[src/rtl/const_weight_pkg.sv]
// rtl/const_weight_pkg.sv - shared types, defaults and helpers for the constant-weight key generator
package const_weight_pkg;

    localparam int CW_WIDTH = 128;
    localparam int CW_IDX_W = $clog2(CW_WIDTH);
    localparam int CW_WT_W  = CW_IDX_W + 1;

    localparam logic [15:0] REJ_MAX = 16'hFFFF;

    typedef enum logic [1:0] {
        IDLE = 2'd0,
        FILL = 2'd1,
        DONE = 2'd2
    } state_t;

    // Requested weights above the key width cannot be honoured; pin them to the width.
    function automatic int unsigned clamp_weight(input int unsigned weight, input int unsigned limit);
        return (weight > limit) ? limit : weight;
    endfunction

endpackage

[src/rtl/constant_weight_key_gen.sv]
// rtl/constant_weight_key_gen.sv - builds a WIDTH-bit key with an exact Hamming weight by rejection sampling
//
// Ports:
//   clk, rst                      clock, synchronous active-high reset
//   cmd_valid/cmd_ready/cmd_weight key request (weight clamped to WIDTH)
//   rnd_valid/rnd_ready/rnd_idx   random bit index stream, consumed only while filling
//   key_valid/key_ready/key_data  finished key, held stable until accepted
//   key_weight                    clamped weight of key_data
//   reject_count                  duplicate indices seen in the current job (saturating)
//   busy                          high whenever a job is in progress or waiting to drain
module constant_weight_key_gen
    import const_weight_pkg::*;
#(
    parameter int WIDTH = CW_WIDTH,
    parameter int IDX_W = $clog2(WIDTH),
    parameter int WT_W  = IDX_W + 1
) (
    input  logic             clk,
    input  logic             rst,
    input  logic             cmd_valid,
    output logic             cmd_ready,
    input  logic [WT_W-1:0]  cmd_weight,
    input  logic             rnd_valid,
    output logic             rnd_ready,
    input  logic [IDX_W-1:0] rnd_idx,
    output logic             key_valid,
    input  logic             key_ready,
    output logic [WIDTH-1:0] key_data,
    output logic [WT_W-1:0]  key_weight,
    output logic [15:0]      reject_count,
    output logic             busy
);

    localparam logic [WT_W-1:0] FULL = WT_W'(WIDTH);
    localparam logic [WT_W-1:0] HALF = WT_W'(WIDTH / 2);

    state_t             r_state;
    state_t             w_state_next;
    logic [WIDTH-1:0]   r_vec;
    logic [WT_W-1:0]    r_count;
    logic [WT_W-1:0]    r_target;
    logic               r_invert;
    logic [15:0]        r_rej;
    logic [WIDTH-1:0]   r_key_data;
    logic [WT_W-1:0]    r_key_weight;

    logic [WT_W-1:0]    w_weight;
    logic               w_invert;
    logic [WT_W-1:0]    w_target;
    logic               w_cmd_fire;
    logic               w_rnd_fire;
    logic               w_bit_free;
    logic [WIDTH-1:0]   w_one_hot;
    logic [WIDTH-1:0]   w_vec_set;
    logic [WT_W-1:0]    w_count_inc;
    logic               w_fill_last;

    // Heavy keys are built as their sparse complement so the fill never needs
    // more than WIDTH/2 successful draws; exactly WIDTH/2 stays un-inverted.
    assign w_weight    = WT_W'(clamp_weight(int'(cmd_weight), WIDTH));
    assign w_invert    = (w_weight > HALF);
    assign w_target    = w_invert ? (FULL - w_weight) : w_weight;

    assign w_cmd_fire  = cmd_valid && (r_state == IDLE);
    assign w_rnd_fire  = rnd_valid && (r_state == FILL);
    assign w_bit_free  = ~r_vec[rnd_idx];
    assign w_one_hot   = {{(WIDTH-1){1'b0}}, 1'b1} << rnd_idx;
    assign w_vec_set   = r_vec | w_one_hot;
    assign w_count_inc = r_count + 1'b1;
    assign w_fill_last = w_bit_free && (w_count_inc == r_target);

    always_ff @(posedge clk) begin
        if (rst) begin
            r_state <= IDLE;
        end else begin
            r_state <= w_state_next;
        end
    end

    always_comb begin
        w_state_next = r_state;
        case (r_state)
            IDLE: begin
                if (w_cmd_fire) begin
                    w_state_next = (w_target == '0) ? DONE : FILL;
                end
            end
            FILL: begin
                if (w_rnd_fire && w_fill_last) begin
                    w_state_next = DONE;
                end
            end
            DONE: begin
                // Returning to IDLE first means a command presented alongside
                // key_ready is only taken on the following cycle.
                if (key_ready) begin
                    w_state_next = IDLE;
                end
            end
            default: w_state_next = IDLE;
        endcase
    end

    always_ff @(posedge clk) begin
        if (rst) begin
            r_vec        <= '0;
            r_count      <= '0;
            r_target     <= '0;
            r_invert     <= 1'b0;
            r_rej        <= '0;
            r_key_data   <= '0;
            r_key_weight <= '0;
        end else begin
            case (r_state)
                IDLE: begin
                    if (w_cmd_fire) begin
                        r_vec        <= '0;
                        r_count      <= '0;
                        r_rej        <= '0;
                        r_target     <= w_target;
                        r_invert     <= w_invert;
                        r_key_weight <= w_weight;
                        // Nothing to draw: the key is all zeros or all ones.
                        if (w_target == '0) begin
                            r_key_data <= {WIDTH{w_invert}};
                        end
                    end
                end
                FILL: begin
                    if (w_rnd_fire) begin
                        if (w_bit_free) begin
                            r_vec   <= w_vec_set;
                            r_count <= w_count_inc;
                            // Key is captured only once complete, so no
                            // partially filled vector ever reaches key_data.
                            if (w_fill_last) begin
                                r_key_data <= r_invert ? ~w_vec_set : w_vec_set;
                            end
                        end else if (r_rej != REJ_MAX) begin
                            r_rej <= r_rej + 16'd1;
                        end
                    end
                end
                default: ;
            endcase
        end
    end

    assign cmd_ready    = (r_state == IDLE);
    assign rnd_ready    = (r_state == FILL);
    assign key_valid    = (r_state == DONE);
    assign busy         = (r_state != IDLE);
    assign key_data     = r_key_data;
    assign key_weight   = r_key_weight;
    assign reject_count = r_rej;

endmodule

[config.mk]
export PLATFORM = sky130hd
export DESIGN_NAME = constant_weight_key_gen
export DESIGN_NICKNAME = d
export VERILOG_FILES = /design/src/rtl/const_weight_pkg.sv /design/src/rtl/constant_weight_key_gen.sv
export SDC_FILE = /design/constraint.sdc
export NUM_CORES = 1
export LEC_CHECK = 0
export BUFFER_PORTS_ARGS = -buffer_cell sky130_fd_sc_hd__buf_2
export CORE_MARGIN = 4
export CORE_UTILIZATION = 30
export CTS_BUF_LIST = sky130_fd_sc_hd__clkbuf_8
export DETAILED_ROUTE_END_ITERATION = 10
export PLACE_DENSITY_LB_ADDON = 0.12
export RECOVER_POWER = 100
export SYNTH_ARGS = -nofsm -noshare
export SYNTH_HDL_FRONTEND = slang
export SYNTH_SLANG_ARGS = --single-unit
[constraint.sdc]
create_clock -name clk -period 6.5 [get_ports clk]
set_input_delay 1.625 -clock clk [delete_from_list [all_inputs] [get_ports clk]]
set_output_delay 1.625 -clock clk [all_outputs]
set_load 0.05 [all_outputs]
==> impl_metrics.ini <==
[run_status]
outcome = finished, violations left
violations = max-capacitance violations, max-slew violations

[cts]
post_cts_buffers = 0
clkTransAtPathRegs_ns = 0.06
clockBufferDepth = 3
ctsHoldBuffers = 0
cts_buffers = 55
tritoncts = yes
htree_levels = 2
root_buffer = clkbuf_8
cts_num_sinks = 298
clock_latency_ns = 0.63
postCtsResizedCells = 0

[route]
wl_microns = 51400
wl_per_cell_microns = 20.4
drc = 0
drt-initial-drc-count = 799
via_per_inst = 5.31
vias = 13400
drt_pass1_iterations = 7
drtAntennaViolNets = 0

[synth]
synthCells = 1705
ys.warnings.count = 0
yosysTopAreaCell = dfxtp_1
yosys_register_bits = 298
synth-edff-count = 0
synthFlopType = dfxtp_1
synth_area_sq_um = 15700
ys_seq_area_share_pct = 37.9
ys_async_sr_fraction_pct = 0
ys_types = 65
netlist_top_cells_count = 298 x dfxtp_1, 194 x nand2_1, 147 x a21oi_1
syn_nets = 1728
yosysMostFrequentCell = dfxtp_1
synth_top_area_share_pct = 37.9
syn_area_per_cell_sq_um = 9.22
synth_area_leaders = dfxtp_1 38%, a221oi_2 11%, xnor2_1 7.4%

[grt]
grt_pass1_vias = 13500
grt_pass1_wl_microns = 80700
track_usage_pct = 17.7
antenna_found_initial = 4
grt_start_max_net_pins = 69
grt_overflow_total = 0

[worst_setup_path]
crit_chain = nand2_1, inv_1, buf_2
worstPathBufferInverterCount = 2
worst-setup-path-type = reg2out
cp_max_fo = 67
critical-path-top-delay-family = buffers and inverters
cpMaxStageDelayCell = inv_1
critical_path.max_stage_delay_ns = 1.49
required_ns = 4.88
worstSetupEndpointType = output port
crit_path_start_kind = flip-flop
cp.arrival_ns = 3.55

[finish]
syn2layout_area_growth_pct = 9.17
fin_util_pct = 33.3
final_cell_area_sq_um = 17200
layout-drive-gt1-share_pct = 9.65
layout.nets = 1812

[sta]
fmax_mhz = 193
period_needed_ns = 5.17
slew_headroom_pct = -59.5
finalSetupViolCount = 0
period_share_pct = 79.6
fin_setup_tns_ns = 0
timing.hold.ws_ns = 0.464
setup_ws_ns = 1.33
hold_viol_final = 0
skew_ns = 0.0136
slew_viol_final = 100
worstMarginPinSlew_ns = 2.38
rsz0062_at_grt = no

[placed_design]
dp.final_hpwl_microns = 35400
portBuffers = 175
post-place-ws_ns = 1.23
place_area_sq_um = 16900
place.gp.congestion = 0.872

[power]
clockPowerShare_pct = 40.9
intPower_mw = 3.16
ir_drop_v = 0.000121
combPwrFrac_pct = 17.6
netSwitchingPower_mw = 1.49
p_leak_nw = 5.57
sw_frac_of_total_pct = 32.0
p_per_area_nw_per_um2 = 271
power_frac_seq_pct = 41.5

[floorplan]
io_pins = 176
die_w_microns = 237
initial_core_util_pct = 30.5
die_h_microns = 237
core_sq_um = 51600
rows = 83
die_area_sq_um = 56200

[job]
drv_cap = 2

[worst_hold_path]
worstHoldPathType = reg2reg
cells by family (layout without fill, tap and decap cells):
family,Yosys count,count (layout),share of synthesized area [%]
DFF,298,298,37.9
and+or+nand+nor,378,378,10.6
xor gates and xnor gates,140,140,7.80
other,0,5,0
adders and majority gates,3,3,0.239
AOI/OAI and AO/OA,507,507,28.7
muxes,54,54,4.97
buffers and inverters,325,455,9.72
worst paths after layout:
| path | from | endpoint | slack [ns] | cells after the start |
|---|---|---|---|---|
| max | r_state[0] | rnd_ready | 1.33 | 3 |
| min reg2reg | key_data[77] | key_data[77] | 0.46 | 2 |
| max reg2reg | r_state[0] | reject_count[10] | 1.63 | 7 |
| min | key_data[77] | key_data[77] | 0.46 | 2 |
sequential cells by signal (all words and copies together) (netlist names):
signal / flops
key_data: 128
r_target: 8
r_count: 8
r_invert: 1
r_vec: 128
key_weight: 7
r_state: 2
reject_count: 16
placed cells by master (no fill, tap or decap), types with 16 or more instances in the layout:
cell type and count:
a21oi_1 147, dfxtp_1 297, nor3_1 16, xnor2_1 133, o21ai_0 40, clkbuf_1 159, mux2i_1 32, a32o_1 116
buf_4 26, mux4_2 19, clkbuf_8 75, buf_2 16, nand2_1 194, a221oi_1 129, inv_1 158, nand3_1 24
nor2_1 63
per-layer routing:
metal	routed length, microns	vias to the layer above	track usage [%]
li1	-	6383	-
met1	22800	6547	23.7
met2	24100	372	28.8
met3	3520	78	4.03
met4	1040	0	4.95
met5	0	-	0
worst register-to-register path: cells and delay by family (launching register included):
family          cells  cell delay [ns]
simple gates        3             2.31
buf+inv             1             0.22
flops               1             0.67
compound gates      3             1.58
layout make-up:
cell class / count / area (sq um)
Antenna cell: 5 / 12.5
Clock buffer: 75 / 1030
Fill cell: 5565 / 34400
Sequential cell: 298 / 5970
Clock inverter: 28 / 145
Timing Repair Buffer: 208 / 1000
Tap cell: 680 / 851
Multi-Input combinational cell: 1082 / 7620
Inverter: 144 / 541
power by group through the flow:
stage / registers, mW / logic [mW] / clock network [mW]
5_1_grt: 1.94 / 0.892 / 2.05
4_1_cts: 1.93 / 0.901 / 1.98
3_3_place_gp: 1.97 / 0.895 / 0
2_1_floorplan: 2.15 / 0.535 / 0
3_5_place_dp: 1.97 / 0.899 / 0
6_report: 1.93 / 0.819 / 1.90
through the flow:
| stage | std cells | power [mW] |
|---|---|---|
| finish | 2520 | 4.66 |
| detailed placement | 2412 | 2.87 |
| CTS | 2515 | 4.82 |
| global route | 2516 | 4.89 |
| global placement | 2412 | 2.87 |
| floorplan | 1705 | 2.69 |
No activity file was read; power rests on OpenSTA's default activity.
